`config.mk`:
```
export PLATFORM = sky130hd
export DESIGN_NAME = sprite_compositor
export DESIGN_NICKNAME = d
export VERILOG_FILES = /design/src/rtl/sprite_compositor.sv
export SDC_FILE = /design/constraint.sdc
export NUM_CORES = 1
export LEC_CHECK = 0
export CAP_MARGIN = 10
export CELL_PAD_IN_SITES_DETAIL_PLACEMENT = 2
export CELL_PAD_IN_SITES_GLOBAL_PLACEMENT = 2
export CORE_MARGIN = 10
export CORE_UTILIZATION = 25
export CTS_BUF_LIST = sky130_fd_sc_hd__clkbuf_8 sky130_fd_sc_hd__clkbuf_16
export CTS_CLUSTER_SIZE = 20
export DETAILED_ROUTE_END_ITERATION = 10
export GPL_ROUTABILITY_DRIVEN = 0
export GPL_TIMING_DRIVEN = 0
export PLACE_DENSITY = 0.73
export SYNTH_ARGS = -nofsm -noshare
export SYNTH_HDL_FRONTEND = slang
export SYNTH_SLANG_ARGS = --single-unit
```
`constraint.sdc`:
```
create_clock -name clk -period 14.85 [get_ports clk]
set_input_delay 1.485 -clock clk [delete_from_list [all_inputs] [get_ports clk]]
set_output_delay 1.485 -clock clk [all_outputs]
set_load 0.1 [all_outputs]
```
`src/rtl/sprite_compositor.sv`:
```
// Multi-sprite raster compositor: per-sprite hit test and ROM addressing, ROM-latency
// alignment, priority composite with colour-key transparency, and per-frame collision flags.
module sprite_compositor #(
  parameter int NUM_SPRITES = 2,
  parameter int SPRITE_W    = 113,
  parameter int SPRITE_H    = 157,
  parameter int STATE_W     = 4,
  parameter int NUM_STATES  = 11,
  parameter int PIX_W       = 8,
  parameter int ROM_LAT     = 1,
  parameter logic [PIX_W-1:0] TRANSPARENT = 8'hE3,
  localparam int ADDR_W = $clog2(SPRITE_W*SPRITE_H)
) (
  input  logic                            clk,
  input  logic                            rst,
  input  logic                            frame_start,
  input  logic                            pix_valid_in,
  input  logic [9:0]                      pixel_x,
  input  logic [9:0]                      pixel_y,
  input  logic [NUM_SPRITES*10-1:0]       pos_x,
  input  logic [NUM_SPRITES*10-1:0]       pos_y,
  input  logic [NUM_SPRITES*STATE_W-1:0]  sprite_state,
  input  logic [NUM_SPRITES-1:0]          sprite_flip,
  input  logic [NUM_SPRITES-1:0]          sprite_en,
  output logic [NUM_SPRITES*ADDR_W-1:0]   rom_addr,
  output logic [NUM_SPRITES*STATE_W-1:0]  rom_sel,
  input  logic [NUM_SPRITES*PIX_W-1:0]    rom_data,
  output logic [PIX_W-1:0]                pixel_data,
  output logic                            pixel_valid,
  output logic                            collision,
  output logic [NUM_SPRITES-1:0]          collision_mask
);

  logic [NUM_SPRITES*10-1:0]      sh_px_q, sh_py_q;
  logic [NUM_SPRITES*STATE_W-1:0] sh_st_q;
  logic [NUM_SPRITES-1:0]         sh_flip_q, sh_en_q;

  always_ff @(posedge clk or posedge rst) begin
    if (rst) begin
      sh_px_q   <= '0;
      sh_py_q   <= '0;
      sh_st_q   <= '0;
      sh_flip_q <= '0;
      sh_en_q   <= '0;
    end else if (frame_start) begin
      sh_px_q   <= pos_x;
      sh_py_q   <= pos_y;
      sh_st_q   <= sprite_state;
      sh_flip_q <= sprite_flip;
      sh_en_q   <= sprite_en;
    end
  end

  logic [NUM_SPRITES*ADDR_W-1:0]  addr_d, rom_addr_q;
  logic [NUM_SPRITES-1:0]         hit_d;
  logic [NUM_SPRITES*STATE_W-1:0] rom_sel_q;
  logic [ROM_LAT:0][NUM_SPRITES-1:0] hit_pipe_q;
  logic [ROM_LAT:0]               vld_pipe_q;

  // 11-bit compare keeps pos+size beyond 1023 from wrapping into a false miss
  always_comb begin
    logic [10:0] xi, yi, px, py, rx, ry, cx;
    logic [31:0] lin;
    addr_d = '0;
    hit_d  = '0;
    xi = {1'b0, pixel_x};
    yi = {1'b0, pixel_y};
    for (int i = 0; i < NUM_SPRITES; i++) begin
      px  = {1'b0, sh_px_q[i*10 +: 10]};
      py  = {1'b0, sh_py_q[i*10 +: 10]};
      rx  = xi - px;
      ry  = yi - py;
      cx  = sh_flip_q[i] ? (11'(SPRITE_W - 1) - rx) : rx;
      lin = 32'(ry) * 32'(SPRITE_W) + 32'(cx);
      hit_d[i] = pix_valid_in && sh_en_q[i] &&
                 (32'(sh_st_q[i*STATE_W +: STATE_W]) < 32'(NUM_STATES)) &&
                 (xi >= px) && (xi < px + 11'(SPRITE_W)) &&
                 (yi >= py) && (yi < py + 11'(SPRITE_H));
      if (hit_d[i]) addr_d[i*ADDR_W +: ADDR_W] = lin[ADDR_W-1:0];
    end
  end

  always_ff @(posedge clk or posedge rst) begin
    if (rst) begin
      rom_addr_q <= '0;
      rom_sel_q  <= '0;
      hit_pipe_q <= '0;
      vld_pipe_q <= '0;
    end else begin
      rom_addr_q    <= addr_d;
      rom_sel_q     <= sh_st_q;
      hit_pipe_q[0] <= hit_d;
      vld_pipe_q[0] <= pix_valid_in;
      for (int k = 1; k <= ROM_LAT; k++) begin
        hit_pipe_q[k] <= hit_pipe_q[k-1];
        vld_pipe_q[k] <= vld_pipe_q[k-1];
      end
    end
  end

  logic [NUM_SPRITES-1:0] opq;
  logic [PIX_W-1:0]       pix_d;
  logic                   vld_a, evt;
  logic [PIX_W-1:0]       pixel_data_q;
  logic                   pixel_valid_q, coll_q, stk_q;
  logic [NUM_SPRITES-1:0] cmask_q, stkm_q;

  assign vld_a = vld_pipe_q[ROM_LAT];

  // walk from lowest priority upward so the lowest-index opaque sprite wins
  always_comb begin
    opq   = '0;
    pix_d = TRANSPARENT;
    for (int i = NUM_SPRITES - 1; i >= 0; i--) begin
      opq[i] = vld_a && hit_pipe_q[ROM_LAT][i] && (rom_data[i*PIX_W +: PIX_W] != TRANSPARENT);
      if (opq[i]) pix_d = rom_data[i*PIX_W +: PIX_W];
    end
  end

  assign evt = ($countones(opq) > 1);

  always_ff @(posedge clk or posedge rst) begin
    if (rst) begin
      pixel_data_q  <= TRANSPARENT;
      pixel_valid_q <= 1'b0;
      coll_q        <= 1'b0;
      cmask_q       <= '0;
      stk_q         <= 1'b0;
      stkm_q        <= '0;
    end else begin
      pixel_data_q  <= pix_d;
      pixel_valid_q <= vld_a;
      if (frame_start) begin
        coll_q  <= stk_q;
        cmask_q <= stkm_q;
        stk_q   <= evt;
        stkm_q  <= evt ? opq : '0;
      end else if (evt) begin
        stk_q  <= 1'b1;
        stkm_q <= stkm_q | opq;
      end
    end
  end

  assign rom_addr       = rom_addr_q;
  assign rom_sel        = rom_sel_q;
  assign pixel_data     = pixel_data_q;
  assign pixel_valid    = pixel_valid_q;
  assign collision      = coll_q;
  assign collision_mask = cmask_q;

endmodule
```
==> run_results.csv <==
group,metric,value,unit
status,status,"completed",
sta,max_slew_margin,31.1,%
logic_synthesis,synth_seq_cells,111,
routing,drt_iter0_drc,317,
setup_path,startpoint,"pixel_y[1]",
layout,seq_area,2780,um2
logic_synthesis,syn_area_per_cell,9.17,um2
sta,hold_viol,0,
layout,nets,1589,
clock_tree,clockBufferDepth,2,
clock_tree,clk_latency,400,ps
sta,finalSetupViolations,0,
logic_synthesis,seq_area_frac_synth,26.9,%
logic_synthesis,synth_cell_types,57,
grt,grt_pass1_vias,9512,
logic_synthesis,yosys-top-cells-area,"dfrtp_1, ha_1, fa_1, xnor2_1, inv_1",
logic_synthesis,syn-instance-count,1127,
clock_tree,cts_max_level,3,
grt,grt_start_max_net_pins,76,
sta,rsz0062_at_grt,"false",
setup_path,cp_max_fo,6,
grt,grt_pass1_wl,54200,um
setup_path,critPathRequiredTime,15110,ps
grt,grt_use_met3,2.59,%
clock_tree,cts_buffers,9,
clock_tree,tritoncts,"yes",
job,drv_cap,0,
setup_path,critPathKind,"in -> reg",
sta,finalClockSkew,18.8,ps
setup_path,crit_arrival,7530,ps
power,fin_total_pwr,2990,uW
routing,via_count,8495,
sta,fin_setup_tns,0,ps
setup_path,start_kind,"input port",
layout,areaGrowthSynthToFinish,23.2,%
routing,drt_wl_total,33500,um
setup_path,r2r-start,"sh_py_q[10]",
grt,busiest_layer,"met2",
layout,drive_above_1_share,3.58,%
setup_path,crit_path_end_kind,"register",
power,powerDensity,235,nW/um2
placement,io_buffers,140,
clock_tree,cts_resized,0,
grt,use_met2,22.2,%
floorplanning,core_area,40800,um2
floorplanning,rows,74,
logic_synthesis,synth_top_area_share,25.7,%
logic_synthesis,syn_area,10300,um2
routing,wl_per_cell,18.4,um
placement,hpwl,28100,um
hold_path,hold_start,"hit_pipe_q[0]",
grt,antenna_found_initial,1,
floorplanning,start_util,25.3,%
floorplanning,die_w,223,um
power,ir_worst_vdd,0.193,mV
logic_synthesis,synth-edff-count,0,
floorplanning,die_y,223,um
clock_tree,cts_hold_buffers,0,
routing,drc,0,
grt,overflow,0,
routing,antenna_left,0,
sta,min_period_over_period,49.0,%
power,power.leakage,0.00604,uW
logic_synthesis,synth-main-ff-cell,"dfrtp_1",
sta,max_freq,0.137,GHz
logic_synthesis,synthArstFlopShare,100,%
layout,fillers,4554,
setup_path,r2r_cells,21,
clock_tree,path_clk_slew,80,ps
sta,worst_pin_slew,1030,ps
floorplanning,io_pins,142,
clock_tree,clockRootBuffer,"clkbuf_16",
routing,viasPerCell,4.68,
layout,multi_input_area,6830,um2
hold_path,min_path_cells,0,
logic_synthesis,synth_nets,1437,
grt,met1_usage,18.4,%
routing,first_pass_iters,4,
hold_path,hold_path.class,"reg -> reg",
clock_tree,cts.sinks,111,
logic_synthesis,ys_warn_count,0,
grt,gr-usage-all-layers,13.8,%
layout,diodes,0,
clock_tree,cts_setup_buffers,0,
sta,maxSlewViolCount,0,
sta,min_period,7270,ps
floorplanning,design.die.area,49900,um2
logic_synthesis,synth_top_cell_by_area,"dfrtp_1",
-- metal layers --
metal / share of wire, % / wire, um
met1: 49 / 16400
met2: 46 / 15400
met3: 3.8 / 1270
met4: 1.3 / 451
met5: 0 / 0
-- critical path, stage by stage --
cell	delay (ps)
clkdlybuf4s50_1	660
fa_1	560
a21o_1	200
a21oi_1	300
nor2b_1	80
o21ai_0	160
nand2b_1	90
xor2_1	480
fa_1	530
ha_1	330
fa_1	540
inv_1	60
fa_1	530
inv_1	50
ha_1	350
and3_1	200
a221o_1	360
a31oi_1	200
xnor3_1	220
nor2b_1	130
-- layout by cell type, fill, tap and decap left out, drive strengths merged, types with 7 or more instances in the layout --
master	Yosys	routed
o21a	17	17
a21o	25	25
nor3	22	22
dfrtp	106	106
a21oi	53	53
nor2	65	65
o21ai	94	94
clkdlybuf4s50	0	140
ha	174	174
nand2	79	79
nor2b	15	15
nand4	13	13
inv	172	175
mux2	14	14
and3	7	7
xnor2	81	81
nand2b	17	17
a211o	7	7
xor2	22	22
clkbuf	14	23
nand3	16	16
fa	44	44
-- per-stage QoR --
step           instances  hold WS (ps)  worst slack (ps)  cell area [um2]  utilization (%)
6_report            1816           351              7580            12700             31.2
5_1_grt             1816           370              7130            12700             31.2
4_1_cts             1816           358              7550            12700             31.2
3_5_place_dp        1800           336              7100            12400             30.4
3_3_place_gp        1799           335              7170            12400             30.4
2_1_floorplan       1127           331              8250            10300                -
-- worst paths after layout --
path / endpoint / slack, ps
max: rom_addr[29] / 7580
min: hit_pipe_q[2] / 350
max reg2reg: rom_addr[29] / 8820
max in group asynchronous: sh_flip_q[0] / 12650
min reg2reg: hit_pipe_q[2] / 350
min in group asynchronous: rom_addr[23] / 1480
-- logic make-up (layout without fill, tap and decap cells) --
logic type / count (synthesis) / in the layout / share of synthesized area (%)
AOI/OAI and AO/OA: 242 / 242 / 14.5
adders and majority gates: 218 / 218 / 29.6
buffers and inverters: 189 / 346 / 6.96
xor gates and xnor gates: 105 / 105 / 9.24
and+or+nand+nor: 248 / 248 / 11.3
DFF: 111 / 111 / 26.9
muxes: 14 / 14 / 1.53
-- Yosys cell counts (all sizes together) (16+ instances only) --
| cell type | count |
|---|---|
| ha | 174 |
| inv | 172 |
| dfrtp | 106 |
| o21ai | 94 |
| xnor2 | 81 |
| nand2 | 79 |
| nor2 | 65 |
| a21oi | 53 |
| fa | 44 |
| a21o | 25 |
| nor3 | 22 |
| xor2 | 22 |
| nand2b | 17 |
| o21a | 17 |
| nand3 | 16 |
-- cell type report --
type | count | share of cell area [%]
Clock inverter | 7 | 0.531
Tap cell | 532 | 5.23
Sequential cell | 111 | 21.9
Buffer | 17 | 0.580
Inverter | 172 | 5.11
Timing Repair Buffer | 141 | 11.2
Clock buffer | 9 | 1.77
Multi-Input combinational cell | 827 | 53.7
-- state kept, by name, indices dropped and copies added (netlist names) --
name	cells
rom_addr	30
pixel_valid	1
vld_pipe_q	2
stk_q	1
collision_mask	2
pixel_data	8
sh_py_q	20
rom_sel	8
sh_st_q	8
collision	1
stkm_q	2
sh_en_q	2
hit_pipe_q	4
sh_flip_q	2
sh_px_q	20
-- power by group --
group / internal (uW) / switching [uW] / leakage [uW] / total, uW
combinational: 1080 / 1310 / 0.00449 / 2390
sequential: 325 / 14.8 / 0.00141 / 339
clock: 131 / 134 / 0.000148 / 265
Power figures use the tool's default switching activity.
